<file path="src/rtl/pll_phase_ctrl.sv">
// EHXPLLL supervisor: holds the PLL in reset, qualifies LOCK, then steps per-channel phase on request.
// Request-to-ready latency is 1 + SETUP + |n|*(PULSE+GAP) cycles; req_ready is low while stepping or unlocked.
module pll_phase_ctrl #(
    parameter int NUM_CH          = 4,
    parameter int STEP_W          = 8,
    parameter int STEPS_PER_CYCLE = 104,
    parameter int PH_W            = 7,
    parameter int SETUP_CYCLES    = 2,
    parameter int PULSE_CYCLES    = 4,
    parameter int GAP_CYCLES      = 4,
    parameter int RST_CYCLES      = 16,
    parameter int LOCK_FILTER     = 1024
) (
    input  logic                     clkin,
    input  logic                     resetn,
    input  logic                     req_valid,
    output logic                     req_ready,
    input  logic [1:0]               req_ch,
    input  logic signed [STEP_W-1:0] req_steps,
    output logic                     busy,
    input  logic [1:0]               rd_ch,
    output logic [PH_W-1:0]          rd_phase,
    input  logic                     pll_locked,
    output logic                     locked,
    output logic [7:0]               relock_cnt,
    output logic                     pll_rst,
    output logic [1:0]               pll_phasesel,
    output logic                     pll_phasedir,
    output logic                     pll_phasestep
);

    localparam int MAX_LONG  = (RST_CYCLES > LOCK_FILTER) ? RST_CYCLES : LOCK_FILTER;
    localparam int MAX_SHORT = (SETUP_CYCLES > PULSE_CYCLES) ?
                               ((SETUP_CYCLES > GAP_CYCLES) ? SETUP_CYCLES : GAP_CYCLES) :
                               ((PULSE_CYCLES > GAP_CYCLES) ? PULSE_CYCLES : GAP_CYCLES);
    localparam int CNT_MAX   = (MAX_LONG > MAX_SHORT) ? MAX_LONG : MAX_SHORT;
    localparam int CNT_W     = $clog2(CNT_MAX + 1);

    typedef enum logic [2:0] {
        S_RESET_PLL,
        S_WAIT_LOCK,
        S_IDLE,
        S_SKIP,
        S_SETUP,
        S_PULSE,
        S_GAP
    } state_t;

    state_t              state;
    state_t              state_nxt;
    logic [CNT_W-1:0]    cnt;
    logic [CNT_W-1:0]    cnt_nxt;
    logic [STEP_W-1:0]   remaining;
    logic [STEP_W-1:0]   rem_nxt;
    logic                lock_meta;
    logic                lock_s;
    logic [PH_W-1:0]     phase [NUM_CH];

    logic                accept;
    logic                req_ok;
    logic                lock_lost;
    logic                step_taken;
    logic [STEP_W-1:0]   req_mag;

    // Two's-complement magnitude; the most negative value maps to 2^(STEP_W-1) as unsigned.
    assign req_mag    = req_steps[STEP_W-1] ? ((~req_steps) + STEP_W'(1)) : req_steps;
    assign req_ok     = (int'(req_ch) < NUM_CH) && (req_steps != '0);
    assign req_ready  = (state == S_IDLE) && lock_s;
    assign accept     = req_valid && req_ready;
    assign busy       = (state != S_IDLE);
    assign lock_lost  = !lock_s && (state != S_RESET_PLL) && (state != S_WAIT_LOCK);
    assign step_taken = (state == S_PULSE) && (state_nxt == S_GAP);

    always_ff @(posedge clkin) begin
        if (!resetn) begin
            lock_meta <= 1'b0;
            lock_s    <= 1'b0;
        end else begin
            lock_meta <= pll_locked;
            lock_s    <= lock_meta;
        end
    end

    always_comb begin
        state_nxt = state;
        cnt_nxt   = cnt;
        rem_nxt   = remaining;
        unique case (state)
            S_RESET_PLL: begin
                if (cnt == CNT_W'(RST_CYCLES - 1)) begin
                    state_nxt = S_WAIT_LOCK;
                    cnt_nxt   = '0;
                end else begin
                    cnt_nxt = cnt + 1'b1;
                end
            end
            S_WAIT_LOCK: begin
                if (!lock_s) begin
                    cnt_nxt = '0;
                end else if (cnt == CNT_W'(LOCK_FILTER - 1)) begin
                    state_nxt = S_IDLE;
                    cnt_nxt   = '0;
                end else begin
                    cnt_nxt = cnt + 1'b1;
                end
            end
            S_IDLE: begin
                if (accept) begin
                    cnt_nxt = '0;
                    if (req_ok) begin
                        state_nxt = S_SETUP;
                        rem_nxt   = req_mag;
                    end else begin
                        state_nxt = S_SKIP;
                    end
                end
            end
            S_SKIP: begin
                state_nxt = S_IDLE;
            end
            S_SETUP: begin
                if (cnt == CNT_W'(SETUP_CYCLES - 1)) begin
                    state_nxt = S_PULSE;
                    cnt_nxt   = '0;
                end else begin
                    cnt_nxt = cnt + 1'b1;
                end
            end
            S_PULSE: begin
                if (cnt == CNT_W'(PULSE_CYCLES - 1)) begin
                    state_nxt = S_GAP;
                    cnt_nxt   = '0;
                    rem_nxt   = remaining - 1'b1;
                end else begin
                    cnt_nxt = cnt + 1'b1;
                end
            end
            S_GAP: begin
                if (cnt == CNT_W'(GAP_CYCLES - 1)) begin
                    state_nxt = (remaining != '0) ? S_PULSE : S_IDLE;
                    cnt_nxt   = '0;
                end else begin
                    cnt_nxt = cnt + 1'b1;
                end
            end
            default: begin
                state_nxt = S_RESET_PLL;
                cnt_nxt   = '0;
            end
        endcase
        // Lock loss overrides everything, including a request presented in the same cycle.
        if (lock_lost) begin
            state_nxt = S_RESET_PLL;
            cnt_nxt   = '0;
            rem_nxt   = '0;
        end
    end

    always_ff @(posedge clkin) begin
        if (!resetn) begin
            state         <= S_RESET_PLL;
            cnt           <= '0;
            remaining     <= '0;
            pll_rst       <= 1'b1;
            pll_phasestep <= 1'b1;
            pll_phasesel  <= 2'd0;
            pll_phasedir  <= 1'b0;
            locked        <= 1'b0;
            relock_cnt    <= 8'd0;
        end else begin
            state         <= state_nxt;
            cnt           <= cnt_nxt;
            remaining     <= rem_nxt;
            pll_rst       <= (state_nxt == S_RESET_PLL);
            pll_phasestep <= (state_nxt != S_PULSE);
            if (lock_lost) begin
                locked <= 1'b0;
                if (relock_cnt != 8'hFF) begin
                    relock_cnt <= relock_cnt + 8'd1;
                end
            end else if ((state == S_WAIT_LOCK) && (state_nxt == S_IDLE)) begin
                locked <= 1'b1;
            end
            if (accept && req_ok) begin
                pll_phasesel <= req_ch;
                pll_phasedir <= req_steps[STEP_W-1];
            end
        end
    end

    function automatic logic [PH_W-1:0] phase_step(input logic [PH_W-1:0] p, input logic dir);
        logic [PH_W-1:0] r;
        if (!dir) begin
            r = (p == PH_W'(STEPS_PER_CYCLE - 1)) ? '0 : p + 1'b1;
        end else begin
            r = (p == '0) ? PH_W'(STEPS_PER_CYCLE - 1) : p - 1'b1;
        end
        return r;
    endfunction

    always_ff @(posedge clkin) begin
        if (!resetn) begin
            for (int i = 0; i < NUM_CH; i++) begin
                phase[i] <= '0;
            end
        end else if (lock_lost) begin
            for (int i = 0; i < NUM_CH; i++) begin
                phase[i] <= '0;
            end
        end else if (step_taken) begin
            for (int i = 0; i < NUM_CH; i++) begin
                if (pll_phasesel == 2'(i)) begin
                    phase[i] <= phase_step(phase[i], pll_phasedir);
                end
            end
        end
    end

    // Looping over real channels makes out-of-range rd_ch read back as zero.
    always_comb begin
        rd_phase = '0;
        for (int i = 0; i < NUM_CH; i++) begin
            if (rd_ch == 2'(i)) begin
                rd_phase = phase[i];
            end
        end
    end

endmodule

</file>
<file path="config.mk">
export PLATFORM = sky130hd
export DESIGN_NAME = pll_phase_ctrl
export DESIGN_NICKNAME = d
export VERILOG_FILES = /design/src/rtl/pll_phase_ctrl.sv
export SDC_FILE = /design/constraint.sdc
export NUM_CORES = 1
export LEC_CHECK = 0
export ABC_AREA = 1
export CAP_MARGIN = 20
export CORE_AREA = 2 2 110 112
export CTS_BUF_LIST = sky130_fd_sc_hd__clkbuf_4
export CTS_CLUSTER_SIZE = 20
export DETAILED_ROUTE_END_ITERATION = 10
export DIE_AREA = 0 0 112 114
export PLACE_DENSITY_LB_ADDON = 0.08
export SYNTH_ARGS = -nofsm -noshare
export SYNTH_HDL_FRONTEND = slang
export SYNTH_SLANG_ARGS = --single-unit
</file>
<file path="constraint.sdc">
create_clock -name clkin -period 2.1 [get_ports clkin]
set_input_delay 0.21 -clock clkin [delete_from_list [all_inputs] [get_ports clkin]]
set_output_delay 0.21 -clock clkin [all_outputs]
set_load 0.005 [all_outputs]
</file>
Word-level counts from Yosys, hierarchy flattened
Memory sizes are Yosys's and may differ from the RTL's.
Cells that the tools add are included.
{ "word_totals": {"mem_bits_rw": 28, "word_cells": 176, "mem_count": 1, "in_bits": 16, "ff_bits": 38, "output_inout_bits": 23} }
{ "memory_table": {"columns": ["name", "words", "word_bits", "rd", "rd_ports_with_merged_regs", "write_ports", "line", "source"], "rows": [
  ["phase", 4, 7, 4, 0, 4, "57", "logic [PH_W-1:0] phase [NUM_CH];"]
]} }
{ "op_classes": {"reduce_logical": 25, "n_mux": 87, "n_bitwise": 11, "eq_ne": 29, "add_sub_neg": 12} }
{ "op_table": {"columns": ["cell", "n"], "rows": [
  ["7-bit two-way mux", 40],
  ["11-bit two-way mux", 6],
  ["11-bit case mux with 6 select lines", 1],
  ["8-bit two-way mux", 4],
  ["3-bit two-way mux", 10],
  ["7-bit by 1-bit adder with 7-bit output, second input constant", 4],
  ["7-bit equality test, second input constant", 4],
  ["7-bit zero test", 4],
  ["7-bit by 1-bit subtractor with 7-bit output, second input constant", 4],
  ["1-bit two-way mux", 24],
  ["3-bit case mux with 7 select lines", 1],
  ["8-bit case mux with 2 select lines", 1],
  ["8-bit nonzero test", 2],
  ["3-bit equality test, second input constant", 4],
  ["11-bit by 1-bit adder with 11-bit output, second input constant", 1],
  ["11-bit by 1-bit equality test with 1-bit output, second input constant", 1],
  ["11-bit by 10-bit equality test with 1-bit output, second input constant", 1],
  ["11-bit by 2-bit equality test with 1-bit output, second input constant", 1],
  ["11-bit by 4-bit equality test with 1-bit output, second input constant", 1],
  ["3-bit by 2-bit equality test with 1-bit output, second input constant", 3],
  ["8-bit by 1-bit adder with 8-bit output, second input constant", 1],
  ["8-bit by 2-bit adder with 8-bit output, second input constant", 1],
  ["2-bit equality test, second input constant", 4],
  ["8-bit inequality test, second input constant", 1],
  ["20 further kinds", 40]
]} }

Logic depth before layout (Yosys ltp)
{ "logic_depth": {"ltp_word": 13, "ltp_mapped": 13, "mapped_depth_nobuf": 13} }

Least setup slack after synthesis
Ideal clock, no wire load.
{ "synth_timing": {"kind": "reg2reg", "start": "reg cnt[0]", "end": "mem phase[0][0], enable pin", "path_stages_with_launch": 12, "n_path_buf": 0, "arrival_time_ns": 1.861, "setup_slack_ns": -0.084, "period_less_slack_ns": 2.184, "setup_ns": 0.323, "required_time_ns": 1.777, "cell_sequence": "dfxtp_1 > ha_1 > nand2_1 > nor2_2 > nand3_1 > o21ai_1 > nor2_1 > nand2_2 > nand2_2 > nor3_4 > nand4_4 > nand2_1"} }
{ "synth_rtl": {"columns": ["element", "line", "source"], "rows": [
  ["start, declared", "51", "logic [CNT_W-1:0] cnt;"],
  ["start signal, assigned", "172", "cnt <= cnt_nxt;"],
  ["end, declared", "57", null]
]} }

==> results_tabular.tex <==
\begin{tabular}{lr}
\hline
Metric & Value \\
\hline
\multicolumn{2}{l}{\textbf{Outcome}} \\
Run status & finished clean \\
\multicolumn{2}{l}{\textbf{Final layout}} \\
Total area of sequential cells & 0.00154 sq mm \\
Layout net count & 787 \\
Final core utilization & 0.499 \\
Count of filler cells inserted in the layout & 1209 \\
ANT cells & 0 \\
Post-synthesis to final-layout area growth & 27.5\% \\
Area of all placed cells without fillers & 0.00584 sq mm \\
Fraction of final layout cells sized beyond drive strength 1 & 0.188 \\
Area of combinational cells with multiple inputs & 0.00274 sq mm \\
\multicolumn{2}{l}{\textbf{Routing}} \\
Post-detailed-routing wire length & 11800 microns \\
TritonRoute pass-1 iters & 5 \\
Number of remaining DRC errors & 0 \\
WL per Instance & 13.0 microns \\
Number of nets still failing antenna checks after routing & 0 \\
Initial drt markers & 297 \\
Total number of vias & 4586 \\
Per-cell via count in the routed design & 5.05 \\
\multicolumn{2}{l}{\textbf{STA}} \\
Final Setup Violations & 0 \\
Part of the cycle the worst path needs & 0.946 \\
Slew @ Worst Pin & 0.398 ns \\
Max Slew Vio Count & 0 \\
Hold Vio Cnt, Final & 0 \\
Final setup skew & 0.00994 ns \\
Slew margin rel. & 0.732 \\
Final WS setup & 0.112 ns \\
Crit path time final & 1.99 ns \\
Highest achievable clock rate & 503 MHz \\
Min Hold Slack & 0.292 ns \\
\multicolumn{2}{l}{\textbf{Hold path}} \\
Origin of the worst min-delay path & pll\_locked \\
Hold/Removal Path Class & in -> reg \\
\multicolumn{2}{l}{\textbf{Floorplanning}} \\
Die ar. & 0.0128 sq mm \\
Die outline height & 114 microns \\
Core outline area & 0.0117 sq mm \\
Die span in x & 112 microns \\
Number of top-level pins & 39 \\
Number of rows created at floorplan & 40 \\
Initial core utilization & 0.391 \\
\multicolumn{2}{l}{\textbf{Place}} \\
Setup Slack @ Placement & -0.380 ns \\
Estimated wirelength of the detail-placed design & 9230 microns \\
Final GP Congestion & 0.887 \\
Post-place instance area & 0.00546 sq mm \\
Port bufs & 38 \\
\multicolumn{2}{l}{\textbf{Power and ir drop}} \\
Largest vdd supply drop & 0.300 mV \\
NetSw & 0.000733 W \\
Power share of the clock group & 0.345 \\
Combinational share of power & 0.146 \\
Net Sw Frac & 0.267 \\
Flop pwr share & 0.509 \\
Internal Power & 0.00201 W \\
Total power draw & 0.00274 W \\
Pwr per Cell Area & 470 mW/mm\^{}2 \\
Static Leakage & 2.59 nW \\
\multicolumn{2}{l}{\textbf{CTS}} \\
Number of hold buffers added after CTS & 0 \\
Sink Count & 66 \\
Maximum root-to-sink buffer count & 2 \\
Clk Tree Root Cell & sky130\_fd\_sc\_hd\_\_clkbuf\_4 \\
Clock latency reported for the late side of the worst-skew pair & 0.44 ns \\
TritonCTS clock tree & yes \\
Cts bufs inserted & 9 \\
H-tree level count & 3 \\
Register clock-pin slew on the reported worst setup and hold paths & 0.11 ns \\
\multicolumn{2}{l}{\textbf{Global routing}} \\
Total track usage & 0.193 \\
Global-route wire length before repair & 19900 microns \\
Via count of the first global-routing pass & 4406 \\
Maximum number of pins on one net before global-route repair & 30 \\
Overflow left after global routing & 0 \\
Antenna violations before repair & 0 \\
\multicolumn{2}{l}{\textbf{Run}} \\
Maximum Capacitance Violations & 0 \\
\multicolumn{2}{l}{\textbf{Synthesis}} \\
Number of unique standard cell types used by synthesis & 50 \\
Number of warnings issued by yosys & 0 \\
Count of state elements after synthesis & 66 \\
Number of enable-type register cells in the synthesized netlist & 21 \\
Post-synthesis async set-or-reset flop share & 0 \\
Dominant register cell in the synthesized netlist & sky130\_fd\_sc\_hd\_\_dfxtp\_1 \\
Number of instances in the synthesized netlist & 665 \\
Cell Area, Synth & 0.00458 sq mm \\
Sequential cell area fraction in the yosys report & 0.335 \\
Avg Synthesized Cell Area & 6.88 sq um \\
Post-synth net total & 694 \\
\multicolumn{2}{l}{\textbf{Worst setup path}} \\
Worst R2R Start & cnt[0] \\
Setup crit end kind & primary output \\
CP arrival & 1.78 ns \\
Required @ worst endpoint & 1.89 ns \\
CP startpoint kind & flop \\
Crit path kind & reg -> out \\
Worst-path maximum fanout & 5 \\
Worst Setup SP & phase[1][4] \\
\hline
\end{tabular}
## power groups by stage
stage | sequential (W) | clock (W) | combinational, W
6_report | 0.00140 | 0.000945 | 0.000401
2_1_floorplan | 0.00140 | 0 | 0.000234
4_1_cts | 0.00139 | 0.000987 | 0.000380
5_1_grt | 0.00140 | 0.00105 | 0.000450
3_5_place_dp | 0.00142 | 0 | 0.000375
3_3_place_gp | 0.00142 | 0 | 0.000371
## stage by stage
stage	setup TNS (ns)	cells
after floorplan	-0.205	665
after global placement	-12.00	883
after detailed placement	-14.00	883
after CTS	0	899
after global routing	-0.0162	909
final	0	909
## logic make-up after synthesis
kind of cell    share of synthesized area
fa+ha+maj                          0.0355
flops                               0.335
simple gates                        0.303
xor+xnor                           0.0612
compound gates                      0.170
buf+inv                            0.0954
## synthesized netlist by cell type, drive strengths merged, types with 2 or more instances
master,count,share of area
a31oi,8,0.011
nand4,11,0.024
o21ai,52,0.057
buf,5,0.0057
a21oi,44,0.049
a211oi,6,0.0098
xor2,27,0.052
clkbuf,10,0.0085
nand2,123,0.11
nor2,98,0.085
xnor2,5,0.0096
ha,13,0.036
edfxtp,21,0.14
nor4,4,0.0055
o21a,2,0.0033
o22ai,8,0.011
o31ai,2,0.0033
dfxtp,45,0.20
inv,99,0.081
nor3,21,0.027
nand3,43,0.050
a221oi,4,0.0077
o2111ai,2,0.0038
## state kept, by name, indices dropped and copies added (netlist names)
register,count
state,3
relock_cnt,8
locked,1
lock_s,1
lock_meta,1
pll_phasedir,1
pll_phasestep,1
pll_phasesel,2
cnt,11
phase,28
remaining,8
pll_rst,1
## worst max-delay path, stage by stage (launching register included)
cell	delay (ns)
sky130_fd_sc_hd__edfxtp_1	0.44
sky130_fd_sc_hd__inv_2	0.14
sky130_fd_sc_hd__o22ai_2	0.10
sky130_fd_sc_hd__a21oi_1	0.11
sky130_fd_sc_hd__o21ai_0	0.09
sky130_fd_sc_hd__clkdlybuf4s50_1	0.45
## layout make-up
class | count | area share
clock inverter | 6 | 0.0141
sequential | 66 | 0.264
timing repair buffer | 97 | 0.145
clock buffer | 9 | 0.0116
multi-input combinational | 485 | 0.469
tap | 147 | 0.0315
inverter | 99 | 0.0643
## repair_timing
item	in CTS	in global routing
setup buffers	1	10
resized for setup	2	49
setup endpoints to repair	4	58
pin swaps	0	8
## layout by cell type (no fill, tap or decap), drive strengths merged, types with 4 or more instances in the layout
cell and count:
xnor2 5, dfxtp 45, a21oi 44, nand4 11, nand2 123, a221oi 4
clkbuf 9, inv 98, o22ai 8, xor2 27, ha 13, o21ai 52
edfxtp 21, clkdlybuf4s50 36, nor3 21, a211oi 6, nor4 4, a31oi 8
buf 59, nor2 98, nand3 43, clkinv 4
## metal layers
metal  up-vias  share of wire  track usage
met2        83           0.46        0.324
li1       2406              -            -
met5         -              0            0
met4         0          0.019       0.0797
met1      2077           0.48        0.243
met3        20          0.034       0.0393
## path summary, 6_finish.rpt
check	depth (start not counted)	slack (ns)	endpoint
worst max-delay path	5	0.11	rd_phase[4]
worst min-delay path	3	0.29	lock_meta
worst max register to register	11	0.12	phase[0][6]
worst min register to register	2	0.42	lock_s
Power figures use the tool's default switching activity.
